`src/rtl/piano_voice_bank.sv`:
```
// rtl/piano_voice_bank.sv - bank of independent square-wave tone channels with note-length timers
module piano_voice_bank #(
    parameter  int NUM_CH        = 4,
    parameter  int WIDTH_COUNTER = 10,
    parameter  int LEN_WIDTH     = 8,
    parameter  int PRESCALE      = 1000,
    localparam int CH_W          = (NUM_CH > 1) ? $clog2(NUM_CH) : 1,
    localparam int MIX_W         = $clog2(NUM_CH + 1)
) (
    input  logic                     clk,
    input  logic                     rst_n,
    input  logic                     cmd_valid,
    output logic                     cmd_ready,
    input  logic [CH_W-1:0]          cmd_ch,
    input  logic [WIDTH_COUNTER-1:0] cmd_period,
    input  logic [LEN_WIDTH-1:0]     cmd_len,
    output logic [NUM_CH-1:0]        tone,
    output logic [NUM_CH-1:0]        active,
    output logic [MIX_W-1:0]         mix
);

    localparam int PRE_W = $clog2(PRESCALE);

    logic                     cmd_ready_q, cmd_ready_d;
    logic [PRE_W-1:0]         pre_q, pre_d;
    logic [MIX_W-1:0]         mix_q, mix_d;
    logic [NUM_CH-1:0]        tone_q, tone_d;
    logic [NUM_CH-1:0]        active_q, active_d;
    logic [WIDTH_COUNTER-1:0] period_q [NUM_CH];
    logic [WIDTH_COUNTER-1:0] period_d [NUM_CH];
    logic [WIDTH_COUNTER-1:0] cnt_q    [NUM_CH];
    logic [WIDTH_COUNTER-1:0] cnt_d    [NUM_CH];
    logic [LEN_WIDTH-1:0]     len_q    [NUM_CH];
    logic [LEN_WIDTH-1:0]     len_d    [NUM_CH];
    logic                     accept;
    logic                     tick;

    always_comb begin
        accept      = cmd_valid && cmd_ready_q;
        cmd_ready_d = !accept;
        tick        = (pre_q == PRE_W'(PRESCALE - 1));
        pre_d       = tick ? '0 : pre_q + PRE_W'(1);

        mix_d = '0;
        for (int i = 0; i < NUM_CH; i++) begin
            mix_d = mix_d + MIX_W'(tone_q[i]);
        end

        tone_d   = tone_q;
        active_d = active_q;
        for (int i = 0; i < NUM_CH; i++) begin
            period_d[i] = period_q[i];
            cnt_d[i]    = cnt_q[i];
            len_d[i]    = len_q[i];
            // A new command overrides any toggle or expiry landing on the same edge.
            if (accept && (cmd_ch == CH_W'(i))) begin
                period_d[i] = cmd_period;
                len_d[i]    = cmd_len;
                cnt_d[i]    = '0;
                tone_d[i]   = 1'b0;
                active_d[i] = (cmd_period != '0);
            end else if (active_q[i]) begin
                if (cnt_q[i] == period_q[i]) begin
                    cnt_d[i]  = '0;
                    tone_d[i] = ~tone_q[i];
                end else begin
                    cnt_d[i] = cnt_q[i] + WIDTH_COUNTER'(1);
                end
                if (tick && (len_q[i] != '0)) begin
                    len_d[i] = len_q[i] - LEN_WIDTH'(1);
                    if (len_q[i] == LEN_WIDTH'(1)) begin
                        active_d[i] = 1'b0;
                        tone_d[i]   = 1'b0;
                        cnt_d[i]    = '0;
                    end
                end
            end else begin
                cnt_d[i]  = '0;
                tone_d[i] = 1'b0;
            end
        end
    end

    always_ff @(posedge clk or negedge rst_n) begin
        if (!rst_n) begin
            cmd_ready_q <= 1'b0;
            pre_q       <= '0;
            mix_q       <= '0;
            tone_q      <= '0;
            active_q    <= '0;
            for (int i = 0; i < NUM_CH; i++) begin
                period_q[i] <= '0;
                cnt_q[i]    <= '0;
                len_q[i]    <= '0;
            end
        end else begin
            cmd_ready_q <= cmd_ready_d;
            pre_q       <= pre_d;
            mix_q       <= mix_d;
            tone_q      <= tone_d;
            active_q    <= active_d;
            for (int i = 0; i < NUM_CH; i++) begin
                period_q[i] <= period_d[i];
                cnt_q[i]    <= cnt_d[i];
                len_q[i]    <= len_d[i];
            end
        end
    end

    assign cmd_ready = cmd_ready_q;
    assign tone      = tone_q;
    assign active    = active_q;
    assign mix       = mix_q;

endmodule
```
`config.mk`:
```
export PLATFORM = sky130hd
export DESIGN_NAME = piano_voice_bank
export DESIGN_NICKNAME = d
export VERILOG_FILES = /design/src/rtl/piano_voice_bank.sv
export SDC_FILE = /design/constraint.sdc
export NUM_CORES = 1
export LEC_CHECK = 0
export BUFFER_PORTS_ARGS = -buffer_cell sky130_fd_sc_hd__buf_2
export CAP_MARGIN = 20
export CORE_MARGIN = 5
export CORE_UTILIZATION = 25
export CTS_CLUSTER_DIAMETER = 30
export DETAILED_ROUTE_END_ITERATION = 10
export GPL_ROUTABILITY_DRIVEN = 1
export SLEW_MARGIN = 20
export SYNTH_ARGS = -nofsm -noshare
export SYNTH_HDL_FRONTEND = slang
export SYNTH_SLANG_ARGS = --single-unit
```
`constraint.sdc`:
```
create_clock -name clk -period 2.8 [get_ports clk]
set_input_delay 0.56 -clock clk [delete_from_list [all_inputs] [get_ports clk]]
set_output_delay 0.56 -clock clk [all_outputs]
set_load 0.02 [all_outputs]
```
Yosys cells after proc, flatten, opt, wreduce, memory -nomap -nowiden
Index checks and enable logic that the tools add are counted.
{"block": "op_classes", "n_addsub": 12, "eq_ne": 12, "n_mux": 69, "bitwise_logic": 4, "reduce_logical": 28}
{"op": "$mux W10", "count": 21}
{"op": "$mux W8", "count": 12}
{"op": "$add A10 B1 Y10 const B", "count": 5}
{"op": "$eq A10 B10 Y1", "count": 4}
{"op": "$mux W1", "count": 36}
{"op": "$eq A8 B1 Y1 const B", "count": 4}
{"op": "$reduce_bool A8 Y1", "count": 4}
{"op": "$sub A8 B1 Y8 const B", "count": 4}
{"op": "$reduce_bool A2 Y1", "count": 8}
{"op": "$eq A10 B10 Y1 const B", "count": 1}
{"op": "$reduce_bool A10 Y1", "count": 1}
{"op": "$logic_and A1 B1 Y1", "count": 9}
{"op": "$reduce_and A2 Y1", "count": 4}
{"op": "$eq A2 B2 Y1 const B", "count": 2}
{"op": "$not A1 Y1", "count": 4}
{"op": "$add A2 B1 Y3", "count": 1}
{"op": "$add A3 B1 Y3", "count": 1}
{"op": "$add A1 B1 Y2", "count": 1}
{"op": "$eq A2 B1 Y1 const B", "count": 1}
{"op": "$logic_not A2 Y1", "count": 1}
{"op": "$logic_not A1 Y1", "count": 1}
{"block": "word_totals", "regBits": 134, "input_bits": 23, "out_inout_bits": 12, "wordCells": 142}

Logic depth before layout (Yosys ltp)
Gate-level depths: netlist of the first run.
{"block": "depth", "ltp_word": 6, "mapped_depth": 8, "ltp_nobuf": 6}

Least setup slack after synthesis of the first run
No wires, ideal clock.
{"block": "synth_timing", "path_kind": "register to register", "startpoint": "register len_q[5] (netlist bit)", "endpoint": "register cnt_q[2] (netlist bit)", "setup_time_ns": 0.159, "arrival_time_ns": 1.918, "required_time_ns": 2.641, "slack_ns": 0.723, "stages_incl_launch_ff": 7, "period_less_slack_ns": 2.077, "cell_sequence": "dfrtp_1 > or4_1 > clkbuf_2 > or4_1 > o211ai_2 > buf_4 > nor3_1"}
{"element": "from (decl)", "line": "33", "source": "logic [LEN_WIDTH-1:0] len_q [NUM_CH];"}
{"element": "from (signal, indexed assignment)", "line": "105", "source": "len_q[i] <= len_d[i];"}
{"element": "to (signal, indexed assignment)", "line": "104", "source": "cnt_q[i] <= cnt_d[i];"}
{"element": "to (decl)", "line": "31", "source": "logic [WIDTH_COUNTER-1:0] cnt_q [NUM_CH];"}

Worst setup path in the final report of the first run
{"block": "layout_timing", "startpoint": "register pre_q[0]", "endpoint": "register active_q[3] (netlist: active[3])"}
{"block": "layout_between", "elab_chain_len": 5}
{"element": "from (decl)", "line": "25", "source": "logic [PRE_W-1:0] pre_q, pre_d;"}
{"element": "from (signal assigned)", "line": "98", "source": "pre_q <= pre_d;"}
{"element": "$eq A10 B10 Y1", "line": "41", "source": "tick = (pre_q == PRE_W'(PRESCALE - 1));"}
{"element": "$logic_and A1 B1 Y1", "line": "69", "source": "if (tick && (len_q[i] != '0)) begin"}
{"element": "$mux W1", "line": "69"}
{"element": "$mux W1", "line": "62", "source": "end else if (active_q[i]) begin"}
{"element": "$mux W1", "line": "56", "source": "if (accept && (cmd_ch == CH_W'(i))) begin"}
{"element": "net active_d[3]", "line": "28", "source": "logic [NUM_CH-1:0] active_q, active_d;"}
{"element": "to (signal assigned)", "line": "101", "source": "active_q <= active_d;"}
{"element": "to (decl)", "line": "28"}
The timed path passes the listed nets, and every way through them passes these cells.
A chain may end at the register's enable or synchronous reset.

==> results of run 1 <==
Yosys cell counts, types with 2 or more instances:
master,n
sky130_fd_sc_hd__xnor2_1,61
sky130_fd_sc_hd__o31ai_1,14
sky130_fd_sc_hd__or4_1,22
sky130_fd_sc_hd__nor2_1,48
sky130_fd_sc_hd__ha_1,19
sky130_fd_sc_hd__or4b_1,3
sky130_fd_sc_hd__mux2i_1,3
sky130_fd_sc_hd__xor2_1,17
sky130_fd_sc_hd__or4b_2,2
sky130_fd_sc_hd__clkbuf_1,31
sky130_fd_sc_hd__nor3_1,55
sky130_fd_sc_hd__nand4_1,14
sky130_fd_sc_hd__o311ai_0,5
sky130_fd_sc_hd__buf_2,6
sky130_fd_sc_hd__nand4b_1,10
sky130_fd_sc_hd__and3_1,5
sky130_fd_sc_hd__nor2b_1,2
sky130_fd_sc_hd__a21oi_1,4
sky130_fd_sc_hd__dfrtp_1,134
sky130_fd_sc_hd__or3b_2,2
sky130_fd_sc_hd__nand2b_1,2
sky130_fd_sc_hd__nor4b_1,3
sky130_fd_sc_hd__a31oi_1,21
sky130_fd_sc_hd__nand3_1,34
sky130_fd_sc_hd__o2111ai_1,4
sky130_fd_sc_hd__and4b_1,2
sky130_fd_sc_hd__a21o_1,2
sky130_fd_sc_hd__or2_2,4
sky130_fd_sc_hd__o21ai_0,16
sky130_fd_sc_hd__nor4_1,9
sky130_fd_sc_hd__and2_1,2
sky130_fd_sc_hd__nand2_1,153
sky130_fd_sc_hd__nor3b_1,5
sky130_fd_sc_hd__o211ai_1,8
sky130_fd_sc_hd__or3_1,13
sky130_fd_sc_hd__inv_1,25
critical path, stage by stage (launching register included):
cell and delay [ps]:
sky130_fd_sc_hd__dfrtp_1 390, sky130_fd_sc_hd__ha_1 270, sky130_fd_sc_hd__nand4b_4 150, sky130_fd_sc_hd__or3_1 520, sky130_fd_sc_hd__buf_12 250, sky130_fd_sc_hd__o211ai_2 520, sky130_fd_sc_hd__o21ai_1 130
per-layer routing:
layer	routed length, um	global-route usage, %	part of all wire, %	up-vias
li1	-	-	-	2803
met1	8210	14.8	46	2723
met2	8720	19.7	49	78
met3	596	2.57	3.3	20
met4	291	3.27	1.6	0
met5	0	0	0	-
placed cells by master, fill, tap and decap left out, types with 13 or more instances in the layout:
cell type                   instances
sky130_fd_sc_hd__or4_1             22
sky130_fd_sc_hd__buf_2             33
sky130_fd_sc_hd__inv_1             25
sky130_fd_sc_hd__dfrtp_1          134
sky130_fd_sc_hd__buf_4             16
sky130_fd_sc_hd__o31ai_1           14
sky130_fd_sc_hd__or3_1             13
sky130_fd_sc_hd__nand3_1           34
sky130_fd_sc_hd__nor3_1            55
sky130_fd_sc_hd__nand2_1          153
sky130_fd_sc_hd__clkbuf_16         17
sky130_fd_sc_hd__xor2_1            17
sky130_fd_sc_hd__nor2_1            48
sky130_fd_sc_hd__o21ai_0           16
sky130_fd_sc_hd__ha_1              19
sky130_fd_sc_hd__a31oi_1           21
sky130_fd_sc_hd__nand4_1           14
sky130_fd_sc_hd__xnor2_1           61
cells by family (layout without fill, tap and decap cells):
| group | count (synthesis) | after routing |
|---|---|---|
| buf+inv | 64 | 109 |
| mux | 3 | 3 |
| fa+ha+maj | 20 | 20 |
| xor+xnor | 78 | 78 |
| flops | 134 | 134 |
| compound gates | 84 | 84 |
| simple gates | 396 | 396 |
flip-flops by register name, indices dropped and copies added (netlist names):
register	count
len_q	32
mix	3
cmd_ready	1
tone	4
period_q	40
active	4
pre_q	10
cnt_q	40
metrics by stage:
step | utilization (%) | power (uW)
after floorplan | - | 3160
after global placement | 27.5 | 3490
after detailed placement | 27.5 | 3520
after CTS | 29.7 | 5950
after global routing | 29.7 | 6200
final | 29.7 | 5890
cell type report:
class	instances	area share [%]
inverters	25	1.11
clock inverters	15	2.47
flip-flops and latches	134	39.7
clock buffers	17	5.03
multi-input cells	581	42.0
repair buffers	52	3.98
well taps	384	5.68
worst paths after layout:
kind                       startpoint  cells after the start        end
max                          pre_q[0]                      6  active[3]
min                             rst_n                      1  len_q[31]
max reg2reg                  pre_q[0]                      6  active[3]
min reg2reg                  pre_q[0]                      1   pre_q[0]
max in group asynchronous       rst_n                      2  cnt_q[22]
min in group clk            cmd_valid                      2  cmd_ready
power groups by stage:
| stage | Clock [uW] | Combinational (uW) | Sequential [uW] |
|---|---|---|---|
| final | 2410 | 949 | 2530 |
| after global routing | 2530 | 1090 | 2580 |
| after CTS | 2460 | 966 | 2530 |
| after detailed placement | 0 | 965 | 2550 |
| after global placement | 0 | 935 | 2550 |
| after floorplan | 0 | 679 | 2480 |
==> results summary, run 1 <==
The run finished with clean final reports. STA classifies the critical path endpoint as a flip-flop. The number of global-route vias before repair came out at 5631.

In the synthesized netlist the dominant register cell turns out to be sky130_fd_sc_hd__dfrtp_1. In this run the power spent charging and discharging nets is about 1800 uW. The total global routing overflow is 0. After layout, the worst path uses a little over four fifths of the clock period.

Of all cell types, the one taking the most synthesized area is sky130_fd_sc_hd__dfrtp_1. The placed instance area came out at approximately 8000 um2. The fraction of final layout cells sized beyond drive strength 1 is between 10% and 20%.

The multiplexer area fraction after synthesis is less than 1%. The H-tree depth came out at 4. By area the synthesized netlist is led by sky130_fd_sc_hd__dfrtp_1 (47%), sky130_fd_sc_hd__nand2_1 (8.0%), sky130_fd_sc_hd__xnor2_1 (7.5%). The cell area after synthesis came out at 7150 um2. The power density over the cells is roughly 700 nW/um2.

Setup violations remaining at the end of the flow were counted as 0. The proportion of total power due to net switching is a little under a third. The final layout contains routed wiring with a total length of ~18000 um. The number of antenna violations at the first check in global routing was 0. The first TritonRoute pass finished after 5 iterations. The overall track demand over capacity in global routing is between 10% and 20%. The combinational fraction of design power came out at between 10% and 20%. Setup repair after global routing left no endpoint under its margin.

The simple-gate share of the synthesized area came out at between 20% and 30%. The core region is around 28000 um2. In this run the clock root is driven by a sky130_fd_sc_hd__clkbuf_16. The final number of max-transition violations came out at 0. The leakage power figure came out at 0.00350 uW. The minimum setup slack after placement is 439 ps. The maximum vdd ir drop came out at roughly 450 uV. The clock network power share is 40.9%. After synthesis the netlist holds a flip-flop and latch count of approximately 130. The final net count came out at 854. The number of maximum-capacitance violations is 0.

The gate count after technology mapping is 779. The width of the chip is approximately 180 um. The post-CTS resize count is 0. The number of placement rows came out at 62. The critical path is of the reg2reg type. The setup TNS after final layout is 0 ps.

The finished layout cell area came out at 8450 um2. In this run, synthesis inferred 0 flip-flops with an integrated enable. Dividing the detail-routed wire length by the instance count gives between 10 and 15 um. The weighted congestion at the end of routability-driven global placement came out at between 0.7 and 0.8.

The number of hold violations in the final report came to 0. In the final layout, the multi-input gates occupy roughly 3600 um2. By area, the combinational part of the netlist is dominated by simple AND/OR/NAND/NOR gates. The post-route worst setup slack came out at 421 ps.

Buffers placed on the I/O ports in this run total 34. After detailed placement, the design holds a cell count of 1176. The post-synthesis net count came out at 822. In this run the count of I/O pins placed on the die edge is 35. The top cell type by area accounts for approximately 47% of the synthesized area. The largest net degree at the start of global routing is 54. 0 antenna diodes ended up in the layout. The sequential area share after synthesis came out at ~47%. Of all flip-flops after synthesis, the portion carrying an async set or reset was 100%. The internal power consumption came out at between 4000 and 5000 uW. In this run the register-to-register setup slack is between 400 and 500 ps. During synthesis, Yosys emitted a total of 0 warnings. The path class of the tightest hold or removal check is in2async. The first-pass GRT wire length came out at between 20000 and 30000 um. The initial standard-cell utilization of the core came out at between 20 and 30%. Summing all flip-flop and latch instances after layout gives between 3000 and 4000 um2. The startpoint type of the worst setup path is a flip-flop. The post-synthesis cell type count is 55. The clock net in this run drives a total of between 100 and 150 sinks. Along the worst path, the maximum fanout reaches 33. The filler cell count is just under 3000. The worst hold slack is slightly above 70 ps. The count of antenna-violating nets left after detailed routing came out at 0. The number of DRC violations after detailed routing came out at 0. The mean area per synthesized cell is roughly 9 um2. The time the final worst path needs with I/O delays and setup came out at around 2400 ps. The initial DRC count is between 200 and 300. The floorplan die area is between 30000 and 40000 um2. The via count is 5624. The clock-pin slew on the worst setup and hold paths came out at 60 ps. The signed area change from the synthesized netlist to the final layout came out at 18.2%.

The number of hold buffers added after CTS was 0. The post-CTS setup repair buffer count came out at 0. The finished layout holds approximately 1200 standard cells, fillers aside. The final HPWL from detailed placement is between 10000 and 15000 um.

The routed via count divided by cell count came out at around 4.7. The data arrival time of the critical path is between 2000 and 3000 ps. The worst max-slew margin expressed relative to the limit is a little over a third. The xor/xnor cell area share of the yosys netlist came out at under 10%. TritonCTS built the clock tree. The sequential cell fraction of total power came out at approximately 43%. Summing the areas of all compound-gate instances in the mapped netlist gives between 8 and 9% of the synthesized area. The die height came out at approximately 180 um. The source-to-sink clock delay at the later pin of the worst-skew pair is 430 ps. The post-route clock skew came out at just over 10 ps. The deepest clock path buffer count came out at 2. In this run, CTS created clock tree buffers numbering 17. The critical path data required time came out at slightly above 3000 ps. The share of synthesized cell area in full adder, half adder and majority cells is around 3.6%. The worst-margin pin slew is about 1000 ps. Derived from the worst setup path, the maximum achievable clock frequency is ~420 MHz.
Note: power is estimated with default switching activity, not from simulation.
==> run 2, diff against run 1 <==
==> constraint.sdc (replaced) <==
create_clock -name clk -period 2.2 [get_ports clk]
set_input_delay 0.44 -clock clk [delete_from_list [all_inputs] [get_ports clk]]
set_output_delay 0.44 -clock clk [all_outputs]
set_load 0.02 [all_outputs]
==> run 2 against run 1 <==
Effect of this change:
- sequential share of layout area down 0.62 points
- design area up 1.6%
- non-clock buffer count grew 21
- clock skew rose by 14 ps
- flip-flop and latch count stayed put
- register-to-register slack worse by 260 ps
- via count increased by 0.66%
- largest power group unchanged
- wire length fell by 1.6%
- fmax up 17%
- power rose by 24%
- critical endpoint is now len_q[23]
==> results summary, run 2 (synthesis results as in run 1) <==
The flow ran to the end, and the final reports show no timing, DRC or antenna violations. The largest incremental delay on the critical path is 500 ps (-20 ps). The proportion of total power due to net switching came out at 31.4% (+0.57 points). The weighted congestion at the end of routability-driven global placement is 0.798 (+0.42%). The area taken by multi-input logic gates was 3570 um2 (+0.49%). The kind of critical path is reg2reg. The via count came out at 5661 (+0.66%). The number of buffers inserted by port buffering is 34 (unchanged). The clock-pin slew on the worst setup and hold paths came out at 70 ps (about the same). The filler cell count is 2949 (-0.27%). The final net count is 875 (+2.5%).

The global routing usage on met2 is 18.9% (-0.88 points). The cell sitting at the root of the clock tree is a sky130_fd_sc_hd__clkbuf_16. The largest registers in the layout are cnt_q (40), period_q (40), len_q (32).

The critical path data required time was 2530 ps (-540 ps). The count of boundary I/O pins came to 35 (unchanged). The fraction of final layout cells sized beyond drive strength 1 is 14.3% (+2.4 points).

The power after layout came to 7280 uW (+24%). The total global routing overflow is 0 (unchanged). The placed cell count came out at 1196 (+1.7%). The sequential cell fraction of total power came out at 43.9% (+0.9 points). The largest net degree at the start of global routing came out at 52 (-3.7%). The post-route clock skew is 24.3 ps (+14.2 ps). The H-tree depth came out at 4 (unchanged).

The highest attainable clock frequency is 491 MHz (+17%). The met1 layer usage reported by global route came out at 15.1% (+0.27 points). The number of DRC violations after detailed routing was 0 (unchanged). The post-route non-filler standard cell count came to 1229 (+1.7%). The worst hold slack came out at 273 ps (+202 ps). The most common cell after layout, fill and taps aside is sky130_fd_sc_hd__nand2_1. The initial standard-cell utilization of the core is 25.1% (unchanged). Walking the worst path, the cells encountered are ha_4, nand4b_4, or3_4, buf_12, or4_1, a31oi_1. The die height is 179 um (unchanged). The first-pass GRT wire length is 29400 um (-0.68%). The number of antenna violations at the first check in global routing came to 0 (unchanged). The number of maximum-capacitance violations was 0 (unchanged). The hold path startpoint is cmd_period[7]. The final number of max-transition violations came to 0 (unchanged). The switching power of the nets is 2290 uW (+26%). The routed via count divided by cell count is 4.61 (-1.1%).

The maximum vdd ir drop came to 554 uV (+24%). The worst hold path belongs to the class in2reg. The average wire per standard cell came out at 14.3 um (-3.3%). The final HPWL from detailed placement is 12900 um (+1.9%). The routing layer with the top usage in global route is met2. The deepest clock path buffer count came out at 2 (unchanged). The post-CTS setup repair buffer count came out at 0 (unchanged). The first-pass detailed-route iteration total came to 5 (unchanged). The power density over the cells is 848 nW/um2 (+22%).

The number of hold violations in the final report is 0 (unchanged). The core box area came to 28500 um2 (unchanged). The overall track demand over capacity in global routing came to 11.6% (-0.012 points).

The number of placement rows is 62 (unchanged). The total wire length was 17500 um (-1.6%). Leaving out fill and tap cells, the most frequent cells in the layout are sky130_fd_sc_hd__nand2_1 (153), sky130_fd_sc_hd__dfrtp_1 (133), sky130_fd_sc_hd__xnor2_1 (61), sky130_fd_sc_hd__nor3_1 (55), sky130_fd_sc_hd__nor2_1 (48). The leakage power figure came to 0.00357 uW (+2.2%). The most critical setup path has its startpoint at pre_q[1]. The combinational fraction of design power is 17.6% (+1.5 points).

The clock network power share is 38.6% (-2.3 points). The finished layout cell area came to 8590 um2 (+1.6%). In this run the critical register-to-register path is launched from pre_q[1]. The setup TNS after final layout is 0 ps (unchanged).

The count of antenna-violating nets left after detailed routing is 0 (unchanged). The time the final worst path needs with I/O delays and setup came out at 2030 ps (-344 ps). The worst setup path is launched from a flip-flop.

TritonCTS built the clock tree. The number of buffers created by CTS is 17 (unchanged). The number of global-route vias before repair was 5548 (-1.5%).

The worst-margin pin slew is 696 ps (-280 ps). The number of sinks on the clock net was 134 (unchanged). The internal power consumption came out at 4990 uW (+23%).

The register area came out at 3350 um2 (about the same). The worst-path maximum fanout was 33 (unchanged). The source-to-sink clock delay at the later pin of the worst-skew pair came out at 430 ps (about the same). The count of endpoints failing setup in the final report is 0 (unchanged). From synthesis to final layout, the design area changed by 20.1%.

The floorplan die area is 32100 um2 (unchanged). The initial DRC count came out at 319 (+16%). The type of destination of the critical path is a flip-flop.

The antenna diode count came out at 0 (unchanged). The met3 track demand over resource in global routing came out at 2.72% (+0.15 points). The library cell contributing the largest single delay on the critical path is sky130_fd_sc_hd__or4_1. The final worst-path cycle share is 92.5% (+7.5 points). The placed instance area is 7980 um2 (+2.1%). The data arrival time of the critical path was 2360 ps (-290 ps).

Setup repair after global routing left no endpoint under its margin. The width of the chip came out at 179 um (unchanged). The worst max-slew margin expressed relative to the limit came out at 53.6% (+19 points).
[run 2: final cells by class]
| class | instances | area share [%] |
|---|---|---|
| clock buffers | 17 | 4.95 |
| well taps | 384 | 5.59 |
| inverters | 25 | 1.09 |
| repair buffers | 73 | 5.93 |
| multi-input cells | 581 | 41.6 |
| flip-flops and latches | 134 | 39.1 |
| clock inverters | 15 | 1.81 |
[run 2: worst paths after layout]
check | endpoint | slack [ps] | cells after the start
min in group asynchronous | pre_q[5] | 520 | 2
max | len_q[23] | 170 | 6
min | period_q[7] | 270 | 3
min reg2reg | pre_q[0] | 500 | 1
max in group asynchronous | period_q[36] | 1050 | 3
max reg2reg | len_q[23] | 170 | 6
[run 2: power groups by stage]
stage	registers [uW]	logic, uW	clock network, uW
2_1_floorplan	3160	865	0
3_3_place_gp	3230	1260	0
3_5_place_dp	3230	1300	0
4_1_cts	3190	1300	2880
5_1_grt	3250	1470	2980
6_report	3190	1280	2810
[run 2: what timing repair did]
| action | CTS | global route |
|---|---|---|
| endpoints found under the hold margin | 42 | 0 |
| hold buffers | 1 | 0 |
| endpoints found under the setup margin | 0 | 24 |
| resized for setup | 0 | 5 |
[run 2: worst max-delay path: cells and delay by family (launching register included)]
kind | cells | cell delay (ps)
AO/OA/AOI/OAI | 1 | 170
adder cells (fa/ha/maj) | 1 | 180
buffers and inverters | 1 | 170
flip-flops | 1 | 400
AND/OR/NAND/NOR | 3 | 1010
[run 2: per-layer routing]
layer  part of all wire, %  up-vias
met4                   1.2        0
met3                   3.3       14
li1                      -     2846
met2                    48       62
met1                    47     2739
met5                     0        -
[run 2: metrics by stage]
step / util, % / worst slack [ps]
floorplan: - / 123
global placement: 28.0 / 97.7
detailed placement: 28.0 / 52.6
CTS: 30.1 / 45.0
global route: 30.2 / 11.2
finish: 30.2 / 165
==> run 3, diff against run 2 <==
--- a/config.mk
+++ b/config.mk
@@ -9,9 +9,9 @@
 export CAP_MARGIN = 20
 export CORE_MARGIN = 5
 export CORE_UTILIZATION = 25
-export CTS_CLUSTER_DIAMETER = 30
 export DETAILED_ROUTE_END_ITERATION = 10
 export GPL_ROUTABILITY_DRIVEN = 1
+export PLACE_DENSITY = 0.44
 export SLEW_MARGIN = 20
 export SYNTH_ARGS = -nofsm -noshare
 export SYNTH_HDL_FRONTEND = slang
==> run 3 against run 2 <==
Effect of this change:
- sequential share of layout area decreased by 0.21 points
- sequential power about the same
- wire length increased by 9.0%
- largest cell class unchanged
- flip-flop and latch count unchanged
- highest routed layer unchanged
==> results summary, run 3 (synthesis results as in run 1) <==
The run finished with clean final reports. The signed area change from the synthesized netlist to the final layout is 20.7%. The most critical setup path has its endpoint at len_q[6]. The clock network power share came out at 37.6% (-1.0 points). The library cells used most frequently in the layout, excluding fill and tap cells, are sky130_fd_sc_hd__nand2_1 (153), sky130_fd_sc_hd__dfrtp_1 (134), sky130_fd_sc_hd__xnor2_1 (61), sky130_fd_sc_hd__nor3_1 (55), sky130_fd_sc_hd__nor2_1 (48). The switching power of the nets is 2280 uW (-0.40%). The maximum vdd ir drop came out at 492 uV (-11%). The die height is 179 um (unchanged). The final HPWL from detailed placement is 13700 um (+6.2%). The count of boundary I/O pins is 35 (unchanged). The via count came to 5728 (+1.2%). The worst max-slew margin expressed relative to the limit is 52.9% (-0.73 points). The final worst-path cycle share is 93.9% (+1.4 points). The count of endpoints failing setup in the final report is 0 (unchanged). The fraction of final layout cells sized beyond drive strength 1 came out at 14.4% (+0.084 points). The first-pass GRT wire length came out at 31400 um (+6.9%).

The number of buffers created by CTS is 17 (unchanged). The number of global-route vias before repair came to 5661 (+2.0%). The number of placement rows came to 62 (unchanged). The power density over the cells is 843 nW/um2 (-0.63%). The critical path data required time came out at 2530 ps (about the same). The number of sinks on the clock net was 134 (unchanged). The final net count is 877 (+0.23%). The worst-path maximum fanout was 42 (+27%). The weighted congestion at the end of routability-driven global placement is 0.816 (+2.2%). The core box area is 28500 um2 (unchanged). The number of hold violations in the final report came out at 0 (unchanged). The width of the chip is 179 um (unchanged). The sequential cell fraction of total power is 44.0% (about the same). The minimum setup slack after placement is 36.0 ps (-16.6 ps). The number of DRC violations after detailed routing came out at 0 (unchanged). The first-pass detailed-route iteration total came to 4 (-1).

The setup TNS after final layout is 0 ps (unchanged). The H-tree depth is 4 (unchanged). The kind of critical path is reg2reg. The filler cell count came out at 2967 (+0.61%).

The total global routing overflow came out at 0 (unchanged). The proportion of total power due to net switching came out at 31.3% (-0.082 points). The floorplan die area came to 32100 um2 (unchanged). The setup slack of the worst register-to-register path is 130 ps (-30 ps). The combinational fraction of design power came out at 18.5% (+0.9 points). The most critical setup path has its startpoint at pre_q[0]. In this run the clock root is driven by a sky130_fd_sc_hd__clkbuf_16. The power after layout came out at 7270 uW (-0.14%). The total wire length was 19100 um (+9.0%). The count of antenna-violating nets left after detailed routing came to 0 (unchanged).

The clock tree from TritonCTS is done. The routed via count divided by cell count came out at 4.65 (+1.0%). The final number of max-transition violations came to 0 (unchanged). The antenna diode count is 0 (unchanged). The post-route clock skew is 14.4 ps (-9.94 ps). The number of buffers inserted by port buffering was 34 (unchanged). In this run the critical register-to-register path is captured at len_q[6]. The count of cells along the worst register-to-register path is 6 (unchanged). The number of maximum-capacitance violations is 0 (unchanged). The clock-pin slew on the worst setup and hold paths is 60 ps (about the same). The initial DRC count is 330 (+3.4%). The deepest clock path buffer count was 2 (unchanged). The average wire per standard cell is 15.5 um (+8.8%).

The largest registers in the layout are cnt_q (40), period_q (40), len_q (32). The source-to-sink clock delay at the later pin of the worst-skew pair is 420 ps (about the same). The internal power consumption came to 4990 uW (about the same). Leaving out fill and tap cells, the most frequent cell in the layout is sky130_fd_sc_hd__nand2_1.

STA classifies the critical path startpoint as a flip-flop. The data arrival time of the critical path is 2390 ps (+30 ps). The time the final worst path needs with I/O delays and setup came out at 2070 ps (+30.5 ps).

The post-route worst setup slack was 135 ps (-30.5 ps). Setup repair after global routing left no endpoint under its margin. STA classifies the critical path endpoint as a flip-flop. The largest net degree at the start of global routing was 43 (-17%). The number of antenna violations at the first check in global routing is 0 (unchanged).

The class of the worst hold path is in2reg. The highest attainable clock frequency is 484 MHz (-1.5%). The overall track demand over capacity in global routing came to 12.5% (+0.95 points). The worst-margin pin slew is 706 ps (+10.9 ps). The startpoint of the worst register-to-register path is pre_q[0]. The leakage power figure came out at 0.00358 uW (+0.12%). The initial standard-cell utilization of the core is 25.1% (unchanged).
## run 3: layout make-up
class	instances	area, um2	share of cell area (%)
inverter	25	93.8	1.09
multi-input combinational	581	3570	41.4
timing repair buffer	75	574	6.65
clock buffer	19	433	5.02
tap	384	480	5.57
clock inverter	13	124	1.43
sequential	134	3350	38.8
## run 3: stage by stage
stage	area, um2	hold slack, ps	util, %	std cells
floorplan	7150	144	-	779
global placement	8050	403	28.3	1197
detailed placement	8050	412	28.3	1197
CTS	8620	264	30.3	1230
global route	8630	283	30.3	1231
finish	8630	288	30.3	1231
## run 3: what timing repair did
| item | in CTS | in global routing |
|---|---|---|
| setup buffers | 0 | 1 |
| resized for setup | 0 | 3 |
| setup endpoints to repair | 0 | 19 |
| hold buffers | 1 | 0 |
| hold endpoints to repair | 35 | 0 |
## run 3: power groups by stage
| stage | registers [uW] | clock network, uW | logic (uW) |
|---|---|---|---|
| floorplan | 3160 | 0 | 865 |
| global placement | 3250 | 0 | 1350 |
| detailed placement | 3240 | 0 | 1370 |
| CTS | 3200 | 2820 | 1370 |
| global route | 3260 | 2910 | 1540 |
| finish | 3200 | 2730 | 1340 |
## run 3: per-layer routing
metal,share of wire (%),GRT usage [%],vias to the layer above
met5,0,0,-
met4,1.1,3.49,0
met3,2.9,2.28,10
met2,47,20.0,72
met1,49,17.4,2785
li1,-,-,2861
## run 3: critical path: stages (launching register included)
cell                       delay [ps]
sky130_fd_sc_hd__dfrtp_1          370
sky130_fd_sc_hd__ha_2             220
sky130_fd_sc_hd__nand4b_4         150
sky130_fd_sc_hd__or3_4            370
sky130_fd_sc_hd__buf_12           180
sky130_fd_sc_hd__or4_1            500
sky130_fd_sc_hd__a31oi_1          180
## run 3: how the worst min path moves through the flow
stage,startpoint,end,slack [ps],cells after the start
floorplan,rst_n,active[0],140,0
global placement,rst_n,len_q[24],400,1
detailed placement,rst_n,pre_q[9],410,1
CTS,cmd_valid,cmd_ready,260,2
global route,cmd_valid,cmd_ready,280,2
finish,cmd_valid,cmd_ready,290,2
